<file path="src/rtl/adc_conv_arbiter.sv">
// rtl/adc_conv_arbiter.sv - round-robin arbiter sharing one ADC between three requesters
module adc_conv_arbiter #(
  parameter logic [7:0] TIMEOUT = 8'd255
) (
  input  logic        sclk,
  input  logic        rst,
  input  logic [2:0]  req,
  input  logic [2:0]  req_ch0,
  input  logic [2:0]  req_ch1,
  input  logic [2:0]  req_ch2,
  output logic [2:0]  grant,
  output logic        conv_start,
  output logic [2:0]  conv_ch,
  input  logic        conv_busy,
  input  logic        conv_done,
  input  logic [11:0] conv_data,
  output logic [2:0]  rsp_valid,
  output logic [11:0] rsp_data,
  output logic [2:0]  rsp_ch,
  output logic        rsp_err,
  output logic [7:0]  err_count
);

  typedef enum logic [1:0] {IDLE, START, WAIT, RESP} state_t;

  state_t      state, state_nx;
  logic [1:0]  owner, owner_nx, last_owner, last_owner_nx;
  logic [7:0]  timer, timer_nx;
  logic [2:0]  grant_nx, conv_ch_nx, rsp_valid_nx, rsp_ch_nx;
  logic        conv_start_nx, rsp_err_nx;
  logic [11:0] rsp_data_nx;
  logic [7:0]  err_count_nx;

  logic [1:0]  rr_base, rr_off, rr_pick;
  logic [5:0]  rr_dbl;
  logic [2:0]  rr_win, rr_sum;
  logic [2:0]  pick_ch;

  // Rotate the request vector so bit 0 is the highest-priority requester.
  always_comb begin
    rr_base = (last_owner == 2'd2) ? 2'd0 : last_owner + 2'd1;
    rr_dbl  = {req, req} >> rr_base;
    rr_win  = rr_dbl[2:0];
    if (rr_win[0])      rr_off = 2'd0;
    else if (rr_win[1]) rr_off = 2'd1;
    else                rr_off = 2'd2;
    rr_sum  = {1'b0, rr_base} + {1'b0, rr_off};
    rr_pick = (rr_sum >= 3'd3) ? 2'(rr_sum - 3'd3) : rr_sum[1:0];
    case (rr_pick)
      2'd0:    pick_ch = req_ch0;
      2'd1:    pick_ch = req_ch1;
      default: pick_ch = req_ch2;
    endcase
  end

  always_comb begin
    state_nx      = state;
    owner_nx      = owner;
    last_owner_nx = last_owner;
    timer_nx      = timer;
    grant_nx      = 3'b000;
    conv_start_nx = 1'b0;
    conv_ch_nx    = conv_ch;
    rsp_valid_nx  = 3'b000;
    rsp_data_nx   = rsp_data;
    rsp_ch_nx     = rsp_ch;
    rsp_err_nx    = rsp_err;
    err_count_nx  = err_count;
    case (state)
      IDLE: if (|req) begin
        owner_nx   = rr_pick;
        grant_nx   = 3'b001 << rr_pick;
        conv_ch_nx = pick_ch;
        state_nx   = START;
      end
      START: if (!conv_busy) begin
        conv_start_nx = 1'b1;
        timer_nx      = 8'd0;
        state_nx      = WAIT;
      end
      WAIT: begin
        // timer counts completed WAIT cycles; abort ends the TIMEOUT-th one
        if (conv_done) begin
          rsp_valid_nx = 3'b001 << owner;
          rsp_data_nx  = conv_data;
          rsp_ch_nx    = conv_ch;
          rsp_err_nx   = 1'b0;
          state_nx     = RESP;
        end else if (timer == TIMEOUT - 8'd1) begin
          rsp_valid_nx = 3'b001 << owner;
          rsp_data_nx  = 12'd0;
          rsp_ch_nx    = conv_ch;
          rsp_err_nx   = 1'b1;
          err_count_nx = (err_count == 8'hFF) ? err_count : err_count + 8'd1;
          state_nx     = RESP;
        end else begin
          timer_nx = timer + 8'd1;
        end
      end
      RESP: begin
        last_owner_nx = owner;
        state_nx      = IDLE;
      end
      default: state_nx = IDLE;
    endcase
  end

  always_ff @(posedge sclk) begin
    if (rst) begin
      state      <= IDLE;
      owner      <= 2'd0;
      last_owner <= 2'd2;
      timer      <= 8'd0;
      grant      <= 3'b000;
      conv_start <= 1'b0;
      conv_ch    <= 3'd0;
      rsp_valid  <= 3'b000;
      rsp_data   <= 12'd0;
      rsp_ch     <= 3'd0;
      rsp_err    <= 1'b0;
      err_count  <= 8'd0;
    end else begin
      state      <= state_nx;
      owner      <= owner_nx;
      last_owner <= last_owner_nx;
      timer      <= timer_nx;
      grant      <= grant_nx;
      conv_start <= conv_start_nx;
      conv_ch    <= conv_ch_nx;
      rsp_valid  <= rsp_valid_nx;
      rsp_data   <= rsp_data_nx;
      rsp_ch     <= rsp_ch_nx;
      rsp_err    <= rsp_err_nx;
      err_count  <= err_count_nx;
    end
  end

endmodule
</file>
<file path="config.mk">
export PLATFORM = sky130hd
export DESIGN_NAME = adc_conv_arbiter
export DESIGN_NICKNAME = d
export VERILOG_FILES = /design/src/rtl/adc_conv_arbiter.sv
export SDC_FILE = /design/constraint.sdc
export NUM_CORES = 1
export LEC_CHECK = 0
export CORE_MARGIN = 2
export CORE_UTILIZATION = 33
export DETAILED_ROUTE_END_ITERATION = 6
export GPL_TIMING_DRIVEN = 0
export PLACE_DENSITY = 0.63
export SLEW_MARGIN = 20
export SYNTH_ARGS = -nofsm -noshare
export SYNTH_HDL_FRONTEND = slang
export SYNTH_SLANG_ARGS = --single-unit
</file>
<file path="constraint.sdc">
create_clock -name sclk -period 4.4 [get_ports sclk]
set_clock_uncertainty 0.2 [all_clocks]
set_input_delay 1.1 -clock sclk [delete_from_list [all_inputs] [get_ports sclk]]
set_output_delay 1.1 -clock sclk [all_outputs]
set_load 0.01 [all_outputs]
</file>
==> impl_metrics.xml, run 1 <==
<?xml version="1.0" encoding="UTF-8"?>
<metrics>
  <group name="drt">
    <metric name="drt_first_iter_violations" unit="">77</metric>
    <metric name="routed.top_layer" unit="">met4</metric>
    <metric name="residual_drc" unit="">0</metric>
    <metric name="detail_route.wl_per_cell" unit="um">14.3</metric>
    <metric name="routed_wire_length" unit="mm">5.39</metric>
    <metric name="routed-via-count" unit="">2012</metric>
    <metric name="final_antenna_net_count" unit="">0</metric>
    <metric name="met3_wirelength" unit="um">295</metric>
    <metric name="drt_pass1_iterations" unit="">4</metric>
    <metric name="drt-vias-per-instance" unit="">5.34</metric>
    <metric name="wirelength_met1" unit="mm">2.55</metric>
    <metric name="met2_length" unit="mm">2.44</metric>
  </group>
  <group name="setup_path">
    <metric name="crit_fanout" unit="">7</metric>
    <metric name="r2r_cells" unit="">11</metric>
    <metric name="data_required_time_of_the_worst_path" unit="ns">4.38</metric>
    <metric name="rrSetupSlack" unit="ns">1.18</metric>
    <metric name="r2r_end" unit="">conv_ch[1]</metric>
    <metric name="critPathCaptureType" unit="">flop</metric>
    <metric name="timing.critical_path.arrival" unit="ns">4.10</metric>
    <metric name="reg2reg_from" unit="">last_owner[0]</metric>
    <metric name="worst-setup-path-type" unit="">primary input to flop</metric>
    <metric name="crit_path_start_kind" unit="">primary input</metric>
  </group>
  <group name="timing">
    <metric name="transition_time_of_the_tightest_slew_check_pin" unit="ns">0.538</metric>
    <metric name="max_clock_freq" unit="MHz">243</metric>
    <metric name="timing_hold_violations_final" unit="">0</metric>
    <metric name="rsz_0062_raised_after_global_routing" unit="">no</metric>
    <metric name="final.min_clock_period" unit="ns">4.12</metric>
    <metric name="setup_slack" unit="ns">0.278</metric>
    <metric name="setup_violations" unit="">0</metric>
    <metric name="max_slew_margin" unit="%">64.1</metric>
    <metric name="slew_viol_final" unit="">0</metric>
    <metric name="layout_worst_path_cycle_share" unit="%">93.7</metric>
    <metric name="finalSetupTns" unit="ns">0</metric>
    <metric name="hold_slack_final" unit="ns">0.281</metric>
  </group>
  <group name="synth">
    <metric name="yosys_warning_count" unit="">0</metric>
    <metric name="synth_top_family_by_area" unit="">simple AND/OR/NAND/NOR gates</metric>
    <metric name="most_common_cell_in_the_netlist" unit="">dfxtp_1</metric>
    <metric name="post_synth_num_cell_types" unit="">46</metric>
    <metric name="postSynthAreaPerCell" unit="um^2">9.59</metric>
    <metric name="synth_flop_cell" unit="">dfxtp_1</metric>
    <metric name="syn_nets" unit="">270</metric>
    <metric name="synth_mux_area_share" unit="%">5.88</metric>
    <metric name="synth-compound-area-share" unit="%">18.8</metric>
    <metric name="ys_top_cells_by_count" unit="">dfxtp_1 (48), nor2_1 (17), mux2i_1 (13)</metric>
    <metric name="synth_top_area_share" unit="%">43.4</metric>
    <metric name="synth.ff_latch_count" unit="">48</metric>
    <metric name="synth_sequential_area_ratio" unit="%">43.4</metric>
    <metric name="postSynth.asyncResetShare" unit="%">0</metric>
    <metric name="synth-simple-area-share" unit="%">22.6</metric>
    <metric name="yosys.area.top_type" unit="">dfxtp_1</metric>
    <metric name="mapped_cells" unit="">231</metric>
    <metric name="post_synth_instance_area" unit="um^2">2210</metric>
    <metric name="synth-adder-area-share" unit="%">6.55</metric>
    <metric name="synth-edff-count" unit="">0</metric>
    <metric name="synth_area_leaders" unit="">dfxtp_1 (43%), mux2i_1 (5.9%), ha_1 (5.6%), a22o_1 (4.7%), nor2_1 (2.9%)</metric>
    <metric name="xor_and_xnor_fraction_of_the_mapped_netlist_area" unit="%">0</metric>
  </group>
  <group name="floorplanning">
    <metric name="floorplan.initialDensity" unit="%">34.5</metric>
    <metric name="placementRows" unit="">29</metric>
    <metric name="die_w" unit="um">85.9</metric>
    <metric name="die_height" unit="um">85.9</metric>
    <metric name="core_area" unit="um^2">6420</metric>
    <metric name="die_area" unit="um^2">7380</metric>
    <metric name="ios" unit="">62</metric>
  </group>
  <group name="hold_path">
    <metric name="min-delay-path-class" unit="">flop to flop</metric>
    <metric name="startpoint_of_the_lowest_slack_hold_path" unit="">rsp_data[1]</metric>
    <metric name="holdPathEnd" unit="">rsp_data[1]</metric>
    <metric name="timing.hold.worst_path_depth" unit="">1</metric>
  </group>
  <group name="layout">
    <metric name="fin_area" unit="um^2">3030</metric>
    <metric name="flow.area_growth_from_synthesis" unit="%">36.9</metric>
    <metric name="diodes" unit="">0</metric>
    <metric name="drive_gt1_share" unit="%">5.00</metric>
    <metric name="final_stage_net_count" unit="">338</metric>
  </group>
  <group name="cts">
    <metric name="cts_hold_buf" unit="">0</metric>
    <metric name="worst_setup_hold_path_clk_slew" unit="ns">0.09</metric>
    <metric name="number_of_sinks_handled_by_clock_tree_synthesis" unit="">48</metric>
    <metric name="cts.path.max_buffers" unit="">2</metric>
    <metric name="tritoncts" unit="">done</metric>
    <metric name="cts.htree.levels" unit="">2</metric>
    <metric name="worst_skew_pair.late_latency" unit="ns">0.30</metric>
    <metric name="cts_post_setup_buffers_inserted" unit="">0</metric>
    <metric name="clock_tree.root_cell" unit="">clkbuf_8</metric>
    <metric name="tritoncts_buffers" unit="">5</metric>
    <metric name="post_cts_sizing_count" unit="">0</metric>
  </group>
  <group name="pwr">
    <metric name="max-vdd-ir-drop" unit="uV">208</metric>
    <metric name="p_per_area" unit="nW/um^2">389</metric>
    <metric name="fin_total_pwr" unit="mW">1.18</metric>
    <metric name="power_leakage" unit="nW">1.06</metric>
  </group>
  <group name="global_route">
    <metric name="number_of_antenna_violations_at_the_first_check_in_global_routing" unit="">0</metric>
    <metric name="grt_pass1_wl" unit="mm">8.78</metric>
    <metric name="grt_max_degree" unit="">16</metric>
    <metric name="grt.overflow.total" unit="">0</metric>
    <metric name="first_global_vias" unit="">1882</metric>
    <metric name="grt_use_total" unit="%">14.8</metric>
  </group>
  <group name="outcome">
    <metric name="status" unit="">finished clean</metric>
  </group>
  <group name="placed_design">
    <metric name="routability_driven_placement_congestion_ratio" unit="">0.796</metric>
    <metric name="dp.final_hpwl" unit="mm">3.93</metric>
    <metric name="place_ws" unit="ns">-0.0346</metric>
    <metric name="place_area" unit="um^2">2920</metric>
    <metric name="port_buffers" unit="">61</metric>
  </group>
  <group name="flow_run">
    <metric name="drv.max_cap_violation_count" unit="">0</metric>
  </group>
</metrics>
-- how the worst max path moves through the flow --
stage | startpoint | endpoint | slack, ns | cells after the start
final | req[0] | conv_ch[1] | 0.28 | 12
after global routing | req[0] | conv_ch[0] | 0.12 | 12
after CTS | req[0] | conv_ch[1] | 0.28 | 12
after detailed placement | req[0] | conv_ch[1] | -0.03 | 12
after global placement | req[0] | conv_ch[1] | 0.008 | 12
after floorplan | req[0] | conv_ch[0] | 0.74 | 11
-- cells in the final DEF (no fill, tap or decap), types with 6 or more instances in the layout --
cell / n
or4_1: 6
clkbuf_1: 6
a22o_1: 12
clkdlybuf4s50_1: 61
nand3_1: 7
o21ai_0: 9
dfxtp_1: 48
ha_1: 10
inv_1: 6
o31ai_1: 6
mux2i_1: 13
nor4_1: 6
nand2_1: 12
nor2_1: 17
or3_1: 7
a21oi_1: 12
-- flip-flops by register name, indices dropped and copies added, names as in the netlist --
name and count:
rsp_data 12, err_count 8, timer 8, conv_ch 3, grant 3, rsp_ch 3
rsp_valid 3, last_owner 2, owner 2, state 2, conv_start 1, rsp_err 1
-- per-layer routing --
metal	global-route usage (%)	up-vias
met5	0	-
met4	4.91	0
met3	4.23	11
met2	23.5	52
met1	19.2	942
li1	-	1007
-- cell type report --
class,count,area (um^2)
timing repair buffer,61,611
clock inverter,3,42.5
clock buffer,5,68.8
tap,77,96.3
inverter,6,22.5
buffer,9,38.8
multi-input combinational,168,1190
sequential,48,961
fill,606,3390
-- logic make-up after synthesis --
family | count (synthesis)
AOI/OAI and AO/OA | 59
adders and majority gates | 11
buffers and inverters | 15
DFF | 48
muxes | 13
and+or+nand+nor | 85
-- critical path, stage by stage --
cell and delay (ns):
clkdlybuf4s50_1 0.52, nand2_1 0.09, nor2_1 0.10, a21oi_1 0.05
o21ai_0 0.16, ha_1 0.19, fa_1 0.45, ha_1 0.25
or4b_2 0.69, o21ai_2 0.19, mux2i_1 0.23, o21ai_0 0.08
-- where the power goes --
part           internal, mW  leakage (nW)  switching, mW
logic                 0.170         0.619          0.174
registers             0.483         0.389         0.0373
clock network         0.168        0.0541          0.149
total                 0.821          1.06          0.360
-- metrics by stage --
step	instances	util (%)
after global routing	377	47.2
final	377	47.2
after detailed placement	369	45.5
after global placement	369	45.5
after CTS	377	47.2
after floorplan	231	-
(Power assumes the default switching activity.)
==> run 2, diff against run 1 <==
--- a/config.mk
+++ b/config.mk
@@ -5,6 +5,7 @@
 export SDC_FILE = /design/constraint.sdc
 export NUM_CORES = 1
 export LEC_CHECK = 0
+export CAP_MARGIN = 15
 export CORE_MARGIN = 2
 export CORE_UTILIZATION = 33
 export DETAILED_ROUTE_END_ITERATION = 6
==> results of run 2 <==
No change in the layout: final DEF, timing and power equal those of run 1.
